File: src/rtl/rand_draw_pkg.sv
// Shared types for the rand_draw slice: FSM state encodings and draw-width helper.
// No logic, no latency; no backpressure (definitions only).
// Optional no-repeat mode is selected in rand_draw.sv by RAND_DRAW_NO_REPEAT_EN.
package rand_draw_pkg;

  localparam int RND_W = 8;

  typedef enum logic [1:0] {
    IDLE = 2'd0,
    ROLL = 2'd1,
    DRAW = 2'd2,
    DONE = 2'd3
  } state_t;

  // Candidate width: smallest W with 2^W >= range, never below one bit.
  function automatic int draw_width(input int range);
    return (range <= 2) ? 1 : $clog2(range);
  endfunction

endpackage

File: src/rtl/rand_draw_range_fold.sv
// range_fold: masks an LFSR word to W bits and folds it into 0..RANGE-1.
// Purely combinational, zero latency; no backpressure.
// Folding needs only one subtract because the mask is always below 2*RANGE.
module range_fold
  import rand_draw_pkg::*;
#(
  parameter int RANGE = 6,
  parameter int W     = draw_width(RANGE)
) (
  input  logic [RND_W-1:0] rnd,
  output logic [W-1:0]     cand,
  output logic             in_range,
  output logic [W-1:0]     folded
);

  localparam logic [8:0] RANGE9 = 9'(RANGE);

  logic [8:0] cand9;

  assign cand     = rnd[W-1:0];
  assign cand9    = 9'(cand);
  assign in_range = cand9 < RANGE9;
  assign folded   = in_range ? cand : W'(cand9 - RANGE9);

endmodule

File: src/rtl/rand_draw.sv
// rand_draw: uniform 0..RANGE-1 draw from an LFSR stream, with a rolling animation first.
// Latency: ROLL_CYCLES+1 edges after start to first draw sample, up to MAX_TRIES-1 more on rejects.
// No backpressure: start is ignored while busy; RAND_DRAW_NO_REPEAT_EN forbids repeating the last draw.
module rand_draw
  import rand_draw_pkg::*;
#(
  parameter int RANGE       = 6,
  parameter int ROLL_CYCLES = 16,
  parameter int MAX_TRIES   = 8
) (
  input  logic             clk,
  input  logic             reset,
  input  logic             start,
  input  logic [RND_W-1:0] rnd,
  output logic [RND_W-1:0] value,
  output logic             valid,
  output logic             busy
);

  localparam int W  = draw_width(RANGE);
  localparam int RW = $clog2(ROLL_CYCLES + 1);
  localparam int TW = $clog2(MAX_TRIES + 1);

  state_t         state;
  logic [W-1:0]   val_q;
  logic [RW-1:0]  roll_cnt;
  logic [TW-1:0]  tries;
  logic [W-1:0]   cand;
  logic           in_range;
  logic [W-1:0]   folded;
  logic           accept;
  logic [W-1:0]   fallback;

  range_fold #(.RANGE(RANGE), .W(W)) u_fold (
    .rnd      (rnd),
    .cand     (cand),
    .in_range (in_range),
    .folded   (folded)
  );

`ifdef RAND_DRAW_NO_REPEAT_EN
  logic [W-1:0] last;

  // A forced fallback that collides with the previous draw steps to the next value, wrapping at RANGE.
  always_comb begin
    accept   = in_range && (cand != last);
    fallback = folded;
    if (folded == last)
      fallback = (9'(last) + 9'd1 == 9'(RANGE)) ? '0 : W'(9'(last) + 9'd1);
  end
`else
  assign accept   = in_range;
  assign fallback = folded;
`endif

  assign value = RND_W'(val_q);

  always_ff @(posedge clk) begin
    if (reset) begin
      state    <= IDLE;
      val_q    <= '0;
      valid    <= 1'b0;
      busy     <= 1'b0;
      roll_cnt <= '0;
      tries    <= '0;
`ifdef RAND_DRAW_NO_REPEAT_EN
      last     <= '0;
`endif
    end else begin
      case (state)
        IDLE, DONE: begin
          if (start) begin
            state    <= ROLL;
            roll_cnt <= RW'(ROLL_CYCLES - 1);
            valid    <= 1'b0;
            busy     <= 1'b1;
          end
        end
        ROLL: begin
          val_q <= folded;
          if (roll_cnt != '0) begin
            roll_cnt <= roll_cnt - 1'b1;
          end else begin
            state <= DRAW;
            tries <= '0;
          end
        end
        DRAW: begin
          if (accept) begin
            val_q <= cand;
`ifdef RAND_DRAW_NO_REPEAT_EN
            last  <= cand;
`endif
            valid <= 1'b1;
            busy  <= 1'b0;
            state <= DONE;
          end else if (tries == TW'(MAX_TRIES - 1)) begin
            val_q <= fallback;
`ifdef RAND_DRAW_NO_REPEAT_EN
            last  <= fallback;
`endif
            valid <= 1'b1;
            busy  <= 1'b0;
            state <= DONE;
          end else begin
            tries <= tries + 1'b1;
          end
        end
        default: state <= IDLE;
      endcase
    end
  end

endmodule

File: config.mk
export PLATFORM = sky130hd
export DESIGN_NAME = rand_draw
export DESIGN_NICKNAME = d
export VERILOG_FILES = /design/src/rtl/rand_draw_pkg.sv /design/src/rtl/rand_draw_range_fold.sv /design/src/rtl/rand_draw.sv
export SDC_FILE = /design/constraint.sdc
export NUM_CORES = 1
export LEC_CHECK = 0
export ABC_CLOCK_PERIOD_IN_PS = 2230
export CORE_UTILIZATION = 49
export CTS_CLUSTER_SIZE = 24
export DETAILED_ROUTE_END_ITERATION = 10
export PLACE_DENSITY = 0.75
export SYNTH_ARGS = -nofsm -noshare
export SYNTH_HDL_FRONTEND = slang
export SYNTH_SLANG_ARGS = --single-unit
File: constraint.sdc
create_clock -name clk -period 2.23 [get_ports clk]
set_input_delay 0.446 -clock clk [delete_from_list [all_inputs] [get_ports clk]]
set_output_delay 0.446 -clock clk [all_outputs]
set_load 0.01 [all_outputs]
==> metrics.md, run 1 <==
| Metric | Value |
|---|---|
| Status | finished clean |
| Ys Warns | 0 |
| Worst Setup End Kind | register |
| Critical Path Start Type | register |
| Logic pwr share | a little over 50% |
| Worst-Skew Late Latency | 0.29 ns |
| Crit-path max FO | 5 |
| Path category of the worst min-delay check | reg -> reg |
| Synth unique cells | 38 |
| RSZ-0062 raised after global routing | false |
| Via density | between 5 and 6 |
| Setup_tns | 0 ns |
| # rows | 15 |
| Chip Height | 46.0 um |
| Wire per inst | roughly 12 um |
| Number of synthesized flops with an enable pin | 0 |
| Initial antenna violation count | 0 |
| Design Power | between 1 and 1.5 mW |
| Max-slew violation count | 0 |
| Max cap viols | 0 |
| Port Buffer Count | 10 |
| Fmax | 0.537 GHz |
| TritonCTS clock tree | yes |
| Ranking of synthesized cells by area | dfxtp_1 34%, ha_1 6.6%, nor2_1 4.4% |
| Synthesized instance count | 110 |
| Post-synth ARST share | 0% |
| Clock network power share | around 15% |
| Starting Density | between 50% and 60% |
| Hold Fails Final Rpt | 0 |
| Core Area | between 1500 and 2000 um^2 |
| Flop pwr share | 33.8% |
| Pre-antenna DRT Iters | 4 |
| Max IR drop VDD | between 0.0008 and 0.0009 V |
| Area growth syn-to-layout | 14.9% |
| Top-count cell post-synth | dfxtp_1 |
| RD Place Congestion | between 0.8 and 0.9 |
| Fraction of layout instances using a drive strength above 1 | 9.09% |
| Number of setup violations in the final report | 0 |
| CP required | 2.44 ns |
| Pleak | between 0.4 and 0.5 nW |
| Pwr/cell area | between 1000 and 1500 nW/um^2 |
| CTS Buffer Depth | 2 |
| Die area | 2110 um^2 |
| Slowest CP cell | or4b_4 |
| H-Tree Depth | 1 |
| Worst path arrival time | approximately 2.1 ns |
| Largest net degree at the start of global routing | 10 |
| Post-CTS Setup Inserts | 0 |
| Die width | approximately 46 um |
| # diodes | 0 |
| Critical path class | reg -> reg |
| Seq cells post-synth | 16 |
| Sw frac | between 30% and 40% |
| Synth top area share | 33.8% |
| Worst Skew | around 0.0064 ns |
| Post-CTS resize count | 0 |
| Cell-internal power | roughly 770 uW |
| Post-synthesis instance area | about 950 um^2 |
| Vias in the first global route | ~710 |
| Ys flop type | dfxtp_1 |
| # clock sinks | 16 |
| First-pass GRT wire length | roughly 3 mm |
| Hold_buf cts | 0 |
| CP max stage delay | ~0.52 ns |
| NumNets Final | around 140 |
| CP Cell Sequence | inv_1 > ha_1 > or4b_4 > a221oi_4 > nor2_1 > a211oi_1 |
| DRC | 0 |
| Post-Route WL | between 1.5 and 2 mm |
| Most common library cells after synthesis | 16 x dfxtp_1, 11 x nor2_1, 9 x inv_1 |
| Syn Area/Cell | about 8.6 um^2 |
| Vias | around 800 |
| DRT antenna net count | 0 |
| Number of I/O pins | 21 |
| HPWL after DPL | between 1 and 1.5 mm |
| Dominant cell type by area after synthesis | dfxtp_1 |
| Reg clk slew, reported paths | approximately 0.1 ns |
| Sequential share of the synthesized area | 33.8% |
| Final period util | 83.5% |
| Root buffer cell | clkbuf_4 |
| Initial DRC Count | 20 |
| Tmin final | 1.86 ns |
| CTS buffer count | 3 |
| Overflow after GRT | 0 |
| GRT Util Overall | ~19% |
| Switching pwr | about 510 uW |
==> placed cells by master, fill, tap and decap left out, types with 4 or more instances in the layout <==
| cell type | n |
|---|---|
| dfxtp_1 | 16 |
| nor2_1 | 11 |
| clkdlybuf4s50_1 | 10 |
| inv_1 | 9 |
| a21oi_1 | 7 |
| nand2_1 | 5 |
| ha_1 | 5 |
| conb_1 | 5 |
| nor2b_1 | 4 |
| a31oi_1 | 4 |
==> cell type report <==
type	instances	area, um^2
Fill cell	166	676
Multi-Input combinational cell	81	559
Sequential cell	16	320
Timing Repair Buffer	11	108
Clock buffer	4	36.3
Inverter	9	33.8
Tap cell	25	31.3
==> through the flow <==
stage                     worst slack [ns]  std cells  cell area, um^2  hold slack [ns]  utilization, %
after floorplan                      0.535        114              962            0.432               -
after CTS                            0.359        146             1090            0.477            61.7
after detailed placement             0.199        142             1050            0.463            59.6
after global routing                 0.208        146             1090            0.510            61.7
after global placement               0.243        142             1050            0.450            59.6
final                                0.368        146             1090            0.479            61.7
==> power by group through the flow <==
stage | Sequential [mW] | Clock (mW) | Combinational [mW]
final | 0.430 | 0.192 | 0.650
after global routing | 0.441 | 0.210 | 0.726
after CTS | 0.430 | 0.200 | 0.653
after detailed placement | 0.436 | 0 | 0.649
after global placement | 0.432 | 0 | 0.638
after floorplan | 0.434 | 0 | 0.498
==> state kept, by name, summed over array words and instances, names as in the netlist <==
name      flops
busy          1
valid         1
tries         4
state         2
val_q         3
roll_cnt      5
==> path summary, 6_finish.rpt <==
path / from / to / slack, ns / depth (start not counted)
worst max-delay path: roll_cnt[0] / state[1] / 0.37 / 6
worst min-delay path: roll_cnt[4] / roll_cnt[4] / 0.48 / 2
worst max register to register: roll_cnt[0] / state[1] / 0.37 / 6
worst min register to register: roll_cnt[4] / roll_cnt[4] / 0.48 / 2
==> critical path, delay by kind of cell (launching register included) <==
family	cells	cell delay, ns
AND/OR/NAND/NOR	2	0.59
AO/OA/AOI/OAI	2	0.57
flip-flops	1	0.34
adder cells (fa/ha/maj)	1	0.21
buffers and inverters	1	0.07
==> metal layers <==
layer / wire length, um / global-route usage, %
met1: 854 / 26.3
met2: 760 / 29.9
met3: 97 / 3.57
met4: 38 / 8.82
met5: 0 / 0
==> cells by family after synthesis <==
logic type | Yosys count | share of synthesized area (%)
mux | 4 | 4.36
flops | 16 | 33.8
fa+ha+maj | 5 | 6.61
buf+inv | 17 | 8.72
simple gates | 40 | 24.2
other cells | 1 | 0.396
compound gates | 27 | 21.9
(Power assumes the default switching activity.)
==> run 2: changes to the inputs <==
--- a/config.mk
+++ b/config.mk
@@ -5,7 +5,7 @@
 export SDC_FILE = /design/constraint.sdc
 export NUM_CORES = 1
 export LEC_CHECK = 0
-export ABC_CLOCK_PERIOD_IN_PS = 2230
+export ABC_CLOCK_PERIOD_IN_PS = 1800
 export CORE_UTILIZATION = 49
 export CTS_CLUSTER_SIZE = 24
 export DETAILED_ROUTE_END_ITERATION = 10
==> constraint.sdc (replaced) <==
create_clock -name clk -period 1.8 [get_ports clk]
set_input_delay 0.36 -clock clk [delete_from_list [all_inputs] [get_ports clk]]
set_output_delay 0.36 -clock clk [all_outputs]
set_load 0.01 [all_outputs]
==> metrics.md, run 2 (synthesized netlist as in run 1, its figures left out) <==
| Metric | Value |
|---|---|
| Max reg flops | 5 (unchanged) |
| Tmin final | 1.75 ns (-0.111 ns) |
| Switching pwr | 705 uW (+39%) |
| Worst Setup SP | roll_cnt[1] |
| WHS Path Cells | 2 (unchanged) |
| Pleak | 0.477 nW (+10%) |
| Core Area | 1760 um^2 (unchanged) |
| Area growth syn-to-layout | 25.6% |
| Root buffer cell | clkbuf_4 |
| Post-Route WL | 1.91 mm (+8.9%) |
| DRC | 0 (unchanged) |
| Cell depth of the worst setup path | 6 (unchanged) |
| Fmax | 0.571 GHz (+6.4%) |
| CP Cell Sequence | inv_2 > ha_4 > or4b_4 > a221oi_4 > buf_4 > a211oi_2 |
| # diodes | 0 (unchanged) |
| Slowest CP cell | or4b_4 |
| Final hold slack | 0.475 ns (-0.00347 ns) |
| Logic pwr share | 55.7% (+4.6 points) |
| CP required | 1.99 ns (-0.45 ns) |
| Area of the multi-input gates | 591 um^2 (+5.6%) |
| Pre-antenna DRT Iters | 4 (unchanged) |
| Flop pwr share | 30.6% (-3.2 points) |
| Largest regs | roll_cnt: 5 flops, tries: 4 flops, val_q: 3 flops |
| CTS Buffer Depth | 2 (unchanged) |
| Die area | 2110 um^2 (unchanged) |
| NumNets Final | 147 (+6.5%) |
| RSZ-0062 raised after global routing | false |
| Worst path arrival time | 1.94 ns (-0.13 ns) |
| H-Tree Depth | 1 (unchanged) |
| CP bufs+invs | 2 (+1) |
| Number of I/O pins | 21 (unchanged) |
| DRT antenna net count | 0 (unchanged) |
| R2R Path End | state[0] |
| Vias in the first global route | 751 (+5.6%) |
| Biggest register | roll_cnt |
| Register area | 323 um^2 (+0.78%) |
| First-pass GRT wire length | 3.17 mm (+6.3%) |
| # clock sinks | 16 (unchanged) |
| Vias | 835 (+2.3%) |
| R2r startpoint | roll_cnt[1] |
| Hold Fails Final Rpt | 0 (unchanged) |
| Top delay family on crit path | simple AND/OR/NAND/NOR gates |
| Clock network power share | 13.7% (-1.4 points) |
| Crit-path max FO | 4 (-1) |
| TritonCTS clock tree | yes |
| Overflow after GRT | 0 (unchanged) |
| CTS buffer count | 3 (unchanged) |
| Cell-internal power | 1.06 mW (+38%) |
| Worst-Skew Late Latency | 0.29 ns (about the same) |
| GRT Util Overall | 21.0% (+1.5 points) |
| Max-slew violation count | 0 (unchanged) |
| Critical path class | reg -> reg |
| Sw frac | 39.9% (+0.14 points) |
| Initial DRC Count | 10 (-50%) |
| Worst Skew | 0.00469 ns (-0.00171 ns) |
| Placed cell count | 150 (+5.6%) |
| Die width | 46.0 um (unchanged) |
| Timing endpoint of the critical path | state[0] |
| RD Place Congestion | 0.800 (-8.3%) |
| Worst R2R Path Depth | 6 (unchanged) |
| Worst Setup End Kind | register |
| Final period util | 97.2% (+14 points) |
| Port Buffer Count | 10 (unchanged) |
| Status | finished clean |
| Most frequent cells in the layout | 14 x dfxtp_1, 10 x nor2_1, 10 x clkdlybuf4s50_1, 10 x buf_4, 7 x inv_1 |
| Number of setup violations in the final report | 0 (unchanged) |
| Critical Path Start Type | register |
| CP max stage delay | 0.50 ns (-0.02 ns) |
| Max IR drop VDD | 0.00108 V (+32%) |
| Path category of the worst min-delay check | reg -> reg |
| Chip Height | 46.0 um (unchanged) |
| Max cap viols | 0 (unchanged) |
| Largest net degree at the start of global routing | 11 (+1) |
| Hold_buf cts | 0 (unchanged) |
| Commonest non-fill, non-tap cell in the layout | dfxtp_1 |
| # rows | 15 (unchanged) |
| Pwr/cell area | 1480 nW/um^2 (+27%) |
| Final Non-Filler Cells | 155 (+6.2%) |
| Via density | 5.39 (-3.6%) |
| Fraction of layout instances using a drive strength above 1 | 23.1% (+14 points) |
| HPWL after DPL | 1.37 mm (+2.6%) |
| Wire per inst | 12.3 um (+2.5%) |
| Starting Density | 53.7% (unchanged) |
| Layout fillers | 146 (-12%) |
| Initial antenna violation count | 0 (unchanged) |
| Reg clk slew, reported paths | 0.10 ns (about the same) |
| Worst reg2reg setup slack | 0.05 ns (-0.32 ns) |
## run 2: cell types whose count changed in the layout (fill, tap and decap cells not counted), moves of 2 or more
cell	before	now
inv_1	9	7
ha_1	5	3
a211oi_2	0	2
a211oi_1	2	0
inv_2	0	2
dfxtp_1	16	14
dfxtp_2	0	2
buf_4	1	10
## run 2: cell type report
class	instances	share of cell area (%)
clock buffer	4	3.05
inverter	9	2.84
multi-input combinational	81	49.6
sequential	16	27.1
tap	25	2.63
timing repair buffer	20	14.7
## run 2: worst register-to-register path: stages (launching register included)
cell,delay [ns]
dfxtp_2,0.34
inv_2,0.06
ha_4,0.14
or4b_4,0.50
a221oi_4,0.36
buf_4,0.18
a211oi_2,0.06
## run 2: per-layer routing
| metal | GRT usage, % | wire length, um | vias up |
|---|---|---|---|
| met5 | 0 | 0 | - |
| met4 | 7.65 | 17 | 0 |
| met3 | 6.75 | 92 | 3 |
| met2 | 33.0 | 830 | 20 |
| met1 | 26.7 | 966 | 383 |
| li1 | - | - | 429 |
## run 2: power groups by stage
stage	Clock (mW)	Sequential, mW	Combinational, mW
after floorplan	0	0.538	0.617
final	0.242	0.540	0.983
after global routing	0.265	0.553	1.09
after CTS	0.249	0.528	0.915
after detailed placement	0	0.536	0.884
after global placement	0	0.530	0.868
## run 2: worst min-delay path by stage
stage           startpoint     endpoint  slack, ns
3_5_place_dp   roll_cnt[4]  roll_cnt[4]       0.46
6_report       roll_cnt[4]  roll_cnt[4]       0.48
5_1_grt        roll_cnt[4]  roll_cnt[4]       0.50
4_1_cts        roll_cnt[4]  roll_cnt[4]       0.48
2_1_floorplan        reset  roll_cnt[0]       0.43
3_3_place_gp   roll_cnt[4]  roll_cnt[4]       0.45
## run 2: what timing repair did
item	in CTS	in global routing
gates cloned	0	0
pin swaps	1	4
endpoints found under the setup margin	2	5
setup buffers	1	0
resized for setup	0	11
## run 2: through the flow
stage | total power, mW | util [%] | setup TNS (ns) | area (um^2) | setup slack (ns)
finish | 1.76 | 67.4 | 0 | 1190 | 0.0497
global route | 1.91 | 67.4 | 0 | 1190 | 0.00128
CTS | 1.69 | 65.5 | 0 | 1160 | 0.0169
detailed placement | 1.42 | 63.0 | -0.130 | 1110 | -0.0381
global placement | 1.40 | 63.0 | -0.126 | 1110 | -0.0351
floorplan | 1.15 | - | 0 | 962 | 0.105
